`src/rtl/riscv_defines.sv`:
```
// Shared fetch-path types: word width, prefetch FSM states
// and the {addr, instr} FIFO entry layout.
package riscv_defines;

  localparam int WORD_WIDTH = 32;

  typedef enum logic [1:0] {
    IDLE,
    WAIT_GNT,
    WAIT_RVALID,
    WAIT_ABORTED
  } pf_state_e;

  typedef struct packed {
    logic [WORD_WIDTH-1:0] addr;
    logic [WORD_WIDTH-1:0] instr;
  } fetch_entry_t;

endpackage

```
`src/rtl/fetch_fifo.sv`:
```
// Small power-of-two FIFO with synchronous flush.
// Ports: push/wdata in, pop/rdata (head) out, count of entries.
module fetch_fifo #(
  parameter int DEPTH = 2,
  parameter int WIDTH = 64
) (
  input  logic                     clk,
  input  logic                     rst_n,
  input  logic                     flush,
  input  logic                     push,
  input  logic [WIDTH-1:0]         wdata,
  input  logic                     pop,
  output logic [WIDTH-1:0]         rdata,
  output logic [$clog2(DEPTH):0]   count
);

  localparam int PW = $clog2(DEPTH);

  logic [WIDTH-1:0] mem [DEPTH];
  logic [PW-1:0]    wr_ptr;
  logic [PW-1:0]    rd_ptr;

  always_ff @(posedge clk or negedge rst_n) begin
    if (!rst_n) begin
      wr_ptr <= '0;
      rd_ptr <= '0;
      count  <= '0;
      for (int i = 0; i < DEPTH; i++) begin
        mem[i] <= '0;
      end
    end else if (flush) begin
      wr_ptr <= '0;
      rd_ptr <= '0;
      count  <= '0;
    end else begin
      if (push) begin
        mem[wr_ptr] <= wdata;
        wr_ptr      <= wr_ptr + 1'b1;
      end
      if (pop) begin
        rd_ptr <= rd_ptr + 1'b1;
      end
      unique case ({push, pop})
        2'b10:   count <= count + 1'b1;
        2'b01:   count <= count - 1'b1;
        default: count <= count;
      endcase
    end
  end

  assign rdata = mem[rd_ptr];

endmodule

```
`src/rtl/prefetch_buffer.sv`:
```
// Sequential instruction prefetcher: one outstanding imem
// req/gnt/rvalid transaction, results buffered in fetch_fifo.
module prefetch_buffer
  import riscv_defines::*;
#(
  parameter int                    DEPTH     = 2,
  parameter logic [WORD_WIDTH-1:0] BOOT_ADDR = '0
) (
  input  logic                  clk,
  input  logic                  rst_n,
  input  logic                  req_i,
  input  logic                  branch_i,
  input  logic [WORD_WIDTH-1:0] branch_addr_i,
  output logic                  valid_o,
  input  logic                  ready_i,
  output logic [WORD_WIDTH-1:0] rdata_o,
  output logic [WORD_WIDTH-1:0] addr_o,
  output logic                  busy_o,
  output logic                  imem_req_o,
  output logic [WORD_WIDTH-1:0] imem_addr_o,
  input  logic                  imem_gnt_i,
  input  logic                  imem_rvalid_i,
  input  logic [WORD_WIDTH-1:0] imem_rdata_i
);

  localparam int CW = $clog2(DEPTH) + 1;
  localparam logic [CW:0] DEPTH_C = (CW+1)'(DEPTH);

  pf_state_e state;
  pf_state_e state_nxt;

  logic [WORD_WIDTH-1:0] fetch_addr;
  logic [WORD_WIDTH-1:0] inflight_addr;
  logic [WORD_WIDTH-1:0] target;
  logic [CW-1:0]         fifo_count;
  logic [CW:0]           occ;
  logic                  run;
  logic                  push;
  logic                  pop;
  logic                  credit;
  logic                  issue;
  logic                  unused_lsb;
  fetch_entry_t          head;
  fetch_entry_t          wentry;

  assign target     = {branch_addr_i[WORD_WIDTH-1:2], 2'b00};
  assign unused_lsb = ^branch_addr_i[1:0];

  assign valid_o = (fifo_count != '0);
  assign pop     = valid_o && ready_i && !branch_i;
  assign push    = (state == WAIT_RVALID)
                && imem_rvalid_i && !branch_i;

  // Occupancy after this cycle's push/pop; a new request
  // may only claim a slot that will still be free.
  assign occ = {1'b0, fifo_count}
             + {{CW{1'b0}}, push}
             - {{CW{1'b0}}, pop};
  assign credit = (occ < DEPTH_C);

  always_comb begin
    state_nxt = state;
    issue     = 1'b0;
    unique case (state)
      IDLE: begin
        issue = req_i && credit;
      end
      WAIT_GNT: begin
        issue = 1'b1;
      end
      WAIT_RVALID, WAIT_ABORTED: begin
        issue = imem_rvalid_i && !branch_i
             && req_i && credit;
      end
      default: begin
        issue = 1'b0;
      end
    endcase
    // run gates requests off while reset is held
    issue = issue && run;

    unique case (state)
      IDLE, WAIT_GNT: begin
        if (issue && imem_gnt_i) begin
          state_nxt = branch_i ? WAIT_ABORTED
                               : WAIT_RVALID;
        end else if (issue && !branch_i) begin
          state_nxt = WAIT_GNT;
        end else begin
          state_nxt = IDLE;
        end
      end
      WAIT_RVALID, WAIT_ABORTED: begin
        if (!imem_rvalid_i) begin
          state_nxt = branch_i ? WAIT_ABORTED : state;
        end else if (issue) begin
          state_nxt = imem_gnt_i ? WAIT_RVALID
                                 : WAIT_GNT;
        end else begin
          state_nxt = IDLE;
        end
      end
      default: begin
        state_nxt = IDLE;
      end
    endcase
  end

  always_ff @(posedge clk or negedge rst_n) begin
    if (!rst_n) begin
      state <= IDLE;
    end else begin
      state <= state_nxt;
    end
  end

  // fetch_addr is the next address to request; the
  // granted one moves to inflight_addr for the push.
  always_ff @(posedge clk or negedge rst_n) begin
    if (!rst_n) begin
      run           <= 1'b0;
      fetch_addr    <= BOOT_ADDR;
      inflight_addr <= '0;
    end else begin
      run <= 1'b1;
      if (issue && imem_gnt_i) begin
        inflight_addr <= fetch_addr;
        fetch_addr    <= fetch_addr + WORD_WIDTH'(4);
      end
      if (branch_i) begin
        fetch_addr <= target;
      end
    end
  end

  assign wentry.addr  = inflight_addr;
  assign wentry.instr = imem_rdata_i;

  fetch_fifo #(
    .DEPTH (DEPTH),
    .WIDTH (2*WORD_WIDTH)
  ) u_fifo (
    .clk   (clk),
    .rst_n (rst_n),
    .flush (branch_i),
    .push  (push),
    .wdata (wentry),
    .pop   (pop),
    .rdata (head),
    .count (fifo_count)
  );

  assign rdata_o     = head.instr;
  assign addr_o      = head.addr;
  assign imem_req_o  = issue;
  assign imem_addr_o = fetch_addr;
  assign busy_o      = (state != IDLE) || valid_o;

endmodule
```
`config.mk`:
```
export PLATFORM = sky130hd
export DESIGN_NAME = prefetch_buffer
export DESIGN_NICKNAME = d
export VERILOG_FILES = /design/src/rtl/riscv_defines.sv /design/src/rtl/fetch_fifo.sv /design/src/rtl/prefetch_buffer.sv
export SDC_FILE = /design/constraint.sdc
export NUM_CORES = 1
export LEC_CHECK = 0
export CELL_PAD_IN_SITES_DETAIL_PLACEMENT = 1
export CELL_PAD_IN_SITES_GLOBAL_PLACEMENT = 2
export CORE_ASPECT_RATIO = 1.75
export CORE_MARGIN = 2
export CORE_UTILIZATION = 32
export CTS_CLUSTER_DIAMETER = 40
export CTS_CLUSTER_SIZE = 16
export DETAILED_ROUTE_END_ITERATION = 10
export PLACE_DENSITY = 0.73
export SETUP_SLACK_MARGIN = 0.2
export SYNTH_ARGS = -nofsm -noshare
export SYNTH_HDL_FRONTEND = slang
export SYNTH_SLANG_ARGS = --single-unit
```
`constraint.sdc`:
```
create_clock -name clk -period 10.7 [get_ports clk]
set_input_delay 1.605 -clock clk [delete_from_list [all_inputs] [get_ports clk]]
set_output_delay 1.605 -clock clk [all_outputs]
set_load 0.02 [all_outputs]
```
* Yosys cells after proc, flatten, opt, wreduce, memory -nomap -nowiden
Index checks and enable logic that the tools add are counted.
** Storage, ports and cells
- Register bits :: 199
- Input bits :: 71
- Output and inout bits :: 99
- Logic and storage cells :: 76
** Cells by class
- Add/subtract/negate cells :: 7
- $lt $le $gt $ge :: 4
- Eq/ne operators :: 6
- Mux-type cells :: 23
- Bitwise gates (word level) :: 3
- Reductions and logical operators :: 24
** Operators with widths (number)
- 2-to-1 mux 64 bit :: 4
- bitwise mux 128 bit :: 1
- demux 64 bit (select 1 bit) :: 1
- 2-to-1 mux 32 bit :: 2
- adder 32 x 3 -> 32 bit (second input constant) :: 1
- logical AND 1 bit :: 12
- 2-to-1 mux 2 bit :: 6
- nonzero test 2 bit :: 5
- one-hot mux 2 bit (2 select lines) :: 2
- equality test 2 bit (second input constant) :: 3
- 2-to-1 mux 1 bit :: 6
- equality test 2 x 1 -> 1 bit (second input constant) :: 2
- >= comparator 2 bit (second input constant) :: 2
- NOT 1 -> 2 bit :: 2
- OR reduction 2 bit :: 2
- adder 2 x 1 -> 3 bit :: 1
- less-than comparator 3 x 2 -> 1 bit (second input constant) :: 1
- != test 3 bit (second input constant) :: 1
- one-hot mux 1 bit (3 select lines) :: 1
- nonzero test 3 bit :: 1
- subtractor 3 x 1 -> 3 bit :: 1
- adder 1 bit (second input constant) :: 2
- adder 2 x 1 -> 2 bit (second input constant) :: 1
- zero test 2 bit :: 1
- 6 further kinds :: 6

* Longest topological paths before layout
- Word-level depth :: 13
- Gate-level depth with buffers :: 15
- Mapped depth without buffers :: 12

* Hierarchy
From an unflattened synthesis, not the netlist that was laid out.
** Second synthesis, totals
- Cell total of the unflattened synthesis :: 659
- Area, all modules :: 9310.2 sq um
** By module, submodules not included
- fetch_fifo :: instances 1, cells each 360, area each 6035.8 sq um, sequential area each 3303.2 sq um
- prefetch_buffer :: instances 1, cells each 299, area each 3274.4 sq um, sequential area each 1576.5 sq um

* Least setup slack after synthesis
Ideal clock, no wire load.
- Path kind :: in2out
- Start point :: input branch_i
- End point :: output imem_req_o
- Data arrival time :: 4.439 ns
- Required time :: 9.095 ns
- Setup slack :: 4.656 ns
- Stages on the path :: 12
- Buffers on the path :: 4
- Cells stage by stage :: buf_4 > clkbuf_1 > nor2_1 > ha_1 > or3_1 > fa_1 > and2_1 > and4_1 > clkbuf_1 > clkbuf_1 > nor2_1 > nor2_1
** On the way
- Cells in the longest elaborated chain, start to end :: 8
- Elaborated cells between the ends (all ways) :: 12
- Classes of those cells :: 2 x add/sub; 1 x order compare; 1 x mux; 8 x reduce/logical
** Ends and longest elaborated chain
- start: declaration :: RTL line prefetch_buffer.sv:12 : input logic branch_i,
- zero test 1 bit (*) :: RTL line prefetch_buffer.sv:50, prefetch_buffer.sv:52, prefetch_buffer.sv:72
- logical AND 1 bit :: RTL line prefetch_buffer.sv:52 : && imem_rvalid_i && !branch_i;
- adder 2 x 1 -> 3 bit :: RTL line prefetch_buffer.sv:57 : + {{CW{1'b0}}, push}
- subtractor 3 x 1 -> 3 bit :: RTL line prefetch_buffer.sv:58 : - {{CW{1'b0}}, pop};
- less-than comparator 3 x 2 -> 1 bit :: RTL line prefetch_buffer.sv:59 : assign credit = (occ < DEPTH_C);
- logical AND 1 bit (on tied branches) :: RTL line prefetch_buffer.sv:73, prefetch_buffer.sv:66
- one-hot mux 1 bit (3 select lines) (*) :: RTL line prefetch_buffer.sv:64 : unique case (state)
- logical AND 1 bit (*) :: RTL line prefetch_buffer.sv:80 : issue = issue && run;
- end: declaration :: RTL line prefetch_buffer.sv:19 : output logic imem_req_o,
Mark *: on every way between the ends. The rest lies on a longest branch, timed or not.

* Worst setup path after layout
- Start point :: input ready_i
- End point :: output imem_req_o
** On the way
- Cells in the longest elaborated chain, start to end :: 7
- Elaborated cells between the ends (all ways) :: 8
- Classes of those cells :: 1 x add/sub; 1 x order compare; 1 x mux; 5 x reduce/logical
** Ends and longest elaborated chain
- start: declaration :: RTL line prefetch_buffer.sv:15 : input logic ready_i,
- logical AND 1 bit (*) (2 in series) :: RTL line prefetch_buffer.sv:50 : assign pop = valid_o && ready_i && !branch_i;
- subtractor 3 x 1 -> 3 bit (*) :: RTL line prefetch_buffer.sv:58
- less-than comparator 3 x 2 -> 1 bit (*) :: RTL line prefetch_buffer.sv:59
- logical AND 1 bit (on tied branches) :: RTL line prefetch_buffer.sv:73, prefetch_buffer.sv:66
- one-hot mux 1 bit (3 select lines) (*) :: RTL line prefetch_buffer.sv:64
- logical AND 1 bit (*) :: RTL line prefetch_buffer.sv:80
Marks and branches as above.

==> run_results.csv <==
group,metric,value,unit
flow_run,max_cap_viol_count,0,
route,final_antenna_net_count,0,
logic_synthesis,synth_common_cells,"mux2_2, dfrtp_1, nand2_1",
logic_synthesis,mappedNetlistArea,8740,um^2
global_route,grt_max_degree,122,
worst_setup_path,end_kind,"output pin",
floorplanning,initial_utilization,32.3,%
timing,worstMarginPinSlew,1.06,ns
logic_synthesis,avgSynthCellArea,13.3,um^2
worst_setup_path,worst-path-buf-inv,3,
final_layout,nets,883,
timing,period_share,61.2,%
status,outcome,"completed",
worst_setup_path,cpMaxStageDelayCell,"clkdlybuf4s50_1",
timing,timing.slew.headroom,29.4,%
global_route,grt_pass1_vias,6621,
worst_setup_path,critical-path-top-delay-family,"buffers and inverters",
logic_synthesis,synth_area_leaders,"dfrtp_1, mux2_2, xor2_1",
worst_setup_path,crit_arrival,4.95,ns
clocking,clock_tree.root_cell,"clkbuf_16",
logic_synthesis,ys.flop_type,"dfrtp_1",
worst_setup_path,startpoint_type,"primary input",
route,vias_per_cell,5.05,
worst_setup_path,cp_cell_sequence,"clkdlybuf4s50_1 -> nand2_1 -> nor2_1 -> ha_1 -> or3_1 -> fa_1 -> xnor2_1 -> and4_1 -> buf_4 -> nor2_1 -> nor2_1 -> clkdlybuf4s50_1",
power_and_ir_drop,p_total,2550,uW
worst_setup_path,required,9.10,ns
global_route,use_met1,18.6,%
timing,maxSlewViolCount,0,
global_route,grt_overflow_total,0,
logic_synthesis,synthXorXnorAreaFrac,3.01,%
placement,gp_congestion,0.779,
logic_synthesis,synth_seq_area_share,54.7,%
floorplanning,die_h,223,um
logic_synthesis,synthMuxAreaShare,28.2,%
logic_synthesis,yosysMostFrequentCell,"mux2_2",
floorplanning,num_rows,80,
clocking,htreeDepth,4,
floorplanning,die_area,28700,um^2
route,drt-initial-drc-count,250,
floorplanning,dieWidth,129,um
final_layout,syn_to_final_growth,29.4,%
clocking,ctsResizeCount,0,
route,drt_wl_total,23000,um
global_route,grt.busiest_layer,"met2",
route,vias,5817,
placement,io_buffers,163,
worst_setup_path,slowest_delay,0.62,ns
power_and_ir_drop,leakagePower,0.00487,uW
timing,min_period,6.55,ns
route,wl_per_cell,20.0,um
placement,dpl.hpwl,15800,um
logic_synthesis,synth-edff-count,0,
global_route,track_usage,16.9,%
clocking,numCtsBuffers,17,
timing,fin_skew,0.0102,ns
timing,hold_viol_final,0,
logic_synthesis,synth_top_family_by_area,"multiplexers",
global_route,antenna_found_initial,1,
worst_setup_path,worst-path-max-fanout,20,
final_layout,layout-drive-gt1-share,32.4,%
logic_synthesis,syn_inst,658,
power_and_ir_drop,vdd_drop_max,0.124,mV
clocking,cts.sinks,191,
clocking,cts_setup_buffers,0,
global_route,met2_usage,31.0,%
logic_synthesis,synth_area_leader_cell,"dfrtp_1",
power_and_ir_drop,powerDensity,226,nW/um^2
logic_synthesis,yosysWarnings,0,
timing,rsz0062_at_grt,"false",
logic_synthesis,synth_compound_area_share,5.25,%
timing,tns,0,ns
floorplanning,core,27000,um^2
route,drc,0,
logic_synthesis,synth_fa_ha_area_share,0.515,%
worst_setup_path,path_class,"primary input to output pin",
clocking,clock_path_buffers,2,
worst_setup_path,crit_top_cell,"nor2_1",
clocking,cts_tree,"done",
timing,max_freq,153,MHz
clocking,insertion_delay,0.45,ns
global_route,grt_pass1_wl,36800,um
logic_synthesis,synth-simple-area-share,5.64,%
global_route,gr-usage-met3,3.92,%
hold_path,min_path_type,"flip-flop to flip-flop",
clocking,path_clk_slew,0.06,ns
logic_synthesis,async_flop_share,100,%
route,drt_first_pass_iters,4,
floorplanning,io_pins,170,
logic_synthesis,netlist-cell-type-count,49,
clocking,ctsHoldBuffers,0,
timing,setup_viol,0,
logic_synthesis,yosysTopAreaCellShare,54.7,%
logic_synthesis,ys_ff_latch,191,
## where the power goes
| part | internal [uW] | total (uW) | switching [uW] |
|---|---|---|---|
| registers | 920 | 1040 | 123 |
| logic | 463 | 828 | 365 |
| clock network | 403 | 681 | 277 |
## kinds of logic (layout without fill, tap and decap cells)
| family | Yosys count | after routing |
|---|---|---|
| mux | 219 | 219 |
| flops | 191 | 191 |
| simple gates | 95 | 95 |
| compound gates | 68 | 68 |
| buf+inv | 50 | 211 |
| xor+xnor | 30 | 30 |
| fa+ha+maj | 3 | 3 |
| other cells | 2 | 6 |
## through the flow
step / utilization [%] / hold slack [ns] / std cells / setup WS, ns / instance area (um^2)
after floorplan: - / 0.462 / 661 / 4.66 / 8750
after global placement: 39.5 / 0.478 / 1118 / 4.26 / 10700
after detailed placement: 39.5 / 0.492 / 1118 / 4.16 / 10700
after CTS: 41.8 / 0.507 / 1150 / 4.14 / 11300
after global routing: 41.9 / 0.523 / 1151 / 3.94 / 11300
final: 41.9 / 0.502 / 1151 / 4.15 / 11300
## final timing paths
path,from,endpoint,slack [ns],cells past startpoint
max in group asynchronous,rst_n,imem_addr_o[23],7.84,2
min reg2reg,u_fifo.mem[18],u_fifo.mem[18],0.50,1
max,ready_i,imem_req_o,4.15,12
max reg2reg,u_fifo.count[1],inflight_addr[29],6.57,13
min in group asynchronous,rst_n,u_fifo.mem[70],1.33,1
min,u_fifo.mem[18],u_fifo.mem[18],0.50,1
## placed cells by master, fill, tap and decap left out, drive strengths merged, types with 2 or more instances in the layout
cell / Yosys / routed
mux2: 216 / 216
dfrtp: 191 / 191
clkdlybuf4s50: 0 / 161
nand2: 37 / 37
o21ai: 31 / 31
clkbuf: 25 / 23
xor2: 20 / 20
nor2: 14 / 14
xnor2: 10 / 10
o211ai: 9 / 9
buf: 17 / 9
inv: 8 / 8
and3: 8 / 8
o2111ai: 7 / 7
nand3: 7 / 7
and2: 6 / 6
conb: 2 / 5
o31ai: 5 / 5
or4: 5 / 5
a2111oi: 5 / 5
clkinv: 0 / 5
and4: 4 / 4
a31oi: 4 / 4
bufinv: 0 / 4
a21oi: 3 / 3
mux2i: 3 / 3
nor4: 3 / 3
nand3b: 2 / 2
or3: 2 / 2
ha: 2 / 2
nor3: 2 / 2
## state kept, by name (all words and copies together) (netlist names)
register / cells
inflight_addr: 30
u_fifo.count: 2
state: 2
run: 1
imem_addr_o: 30
u_fifo.rd_ptr: 1
u_fifo.mem: 124
u_fifo.wr_ptr: 1
## layer usage
layer | part of all wire (%) | vias to the layer above
met5 | 0 | -
met4 | 3.0 | 0
met3 | 3.1 | 35
met2 | 55 | 119
met1 | 39 | 3013
li1 | - | 2650
## layout make-up
| cell class | instances | area (um^2) |
|---|---|---|
| Clock buffer | 22 | 464 |
| Fill cell | 2824 | 15700 |
| Timing Repair Buffer | 171 | 1690 |
| Inverter | 8 | 30.0 |
| Tap cell | 328 | 410 |
| Multi-Input combinational cell | 420 | 3770 |
| Antenna cell | 1 | 2.50 |
| Clock inverter | 10 | 160 |
| Sequential cell | 191 | 4780 |
Power figures use the tool's default switching activity.
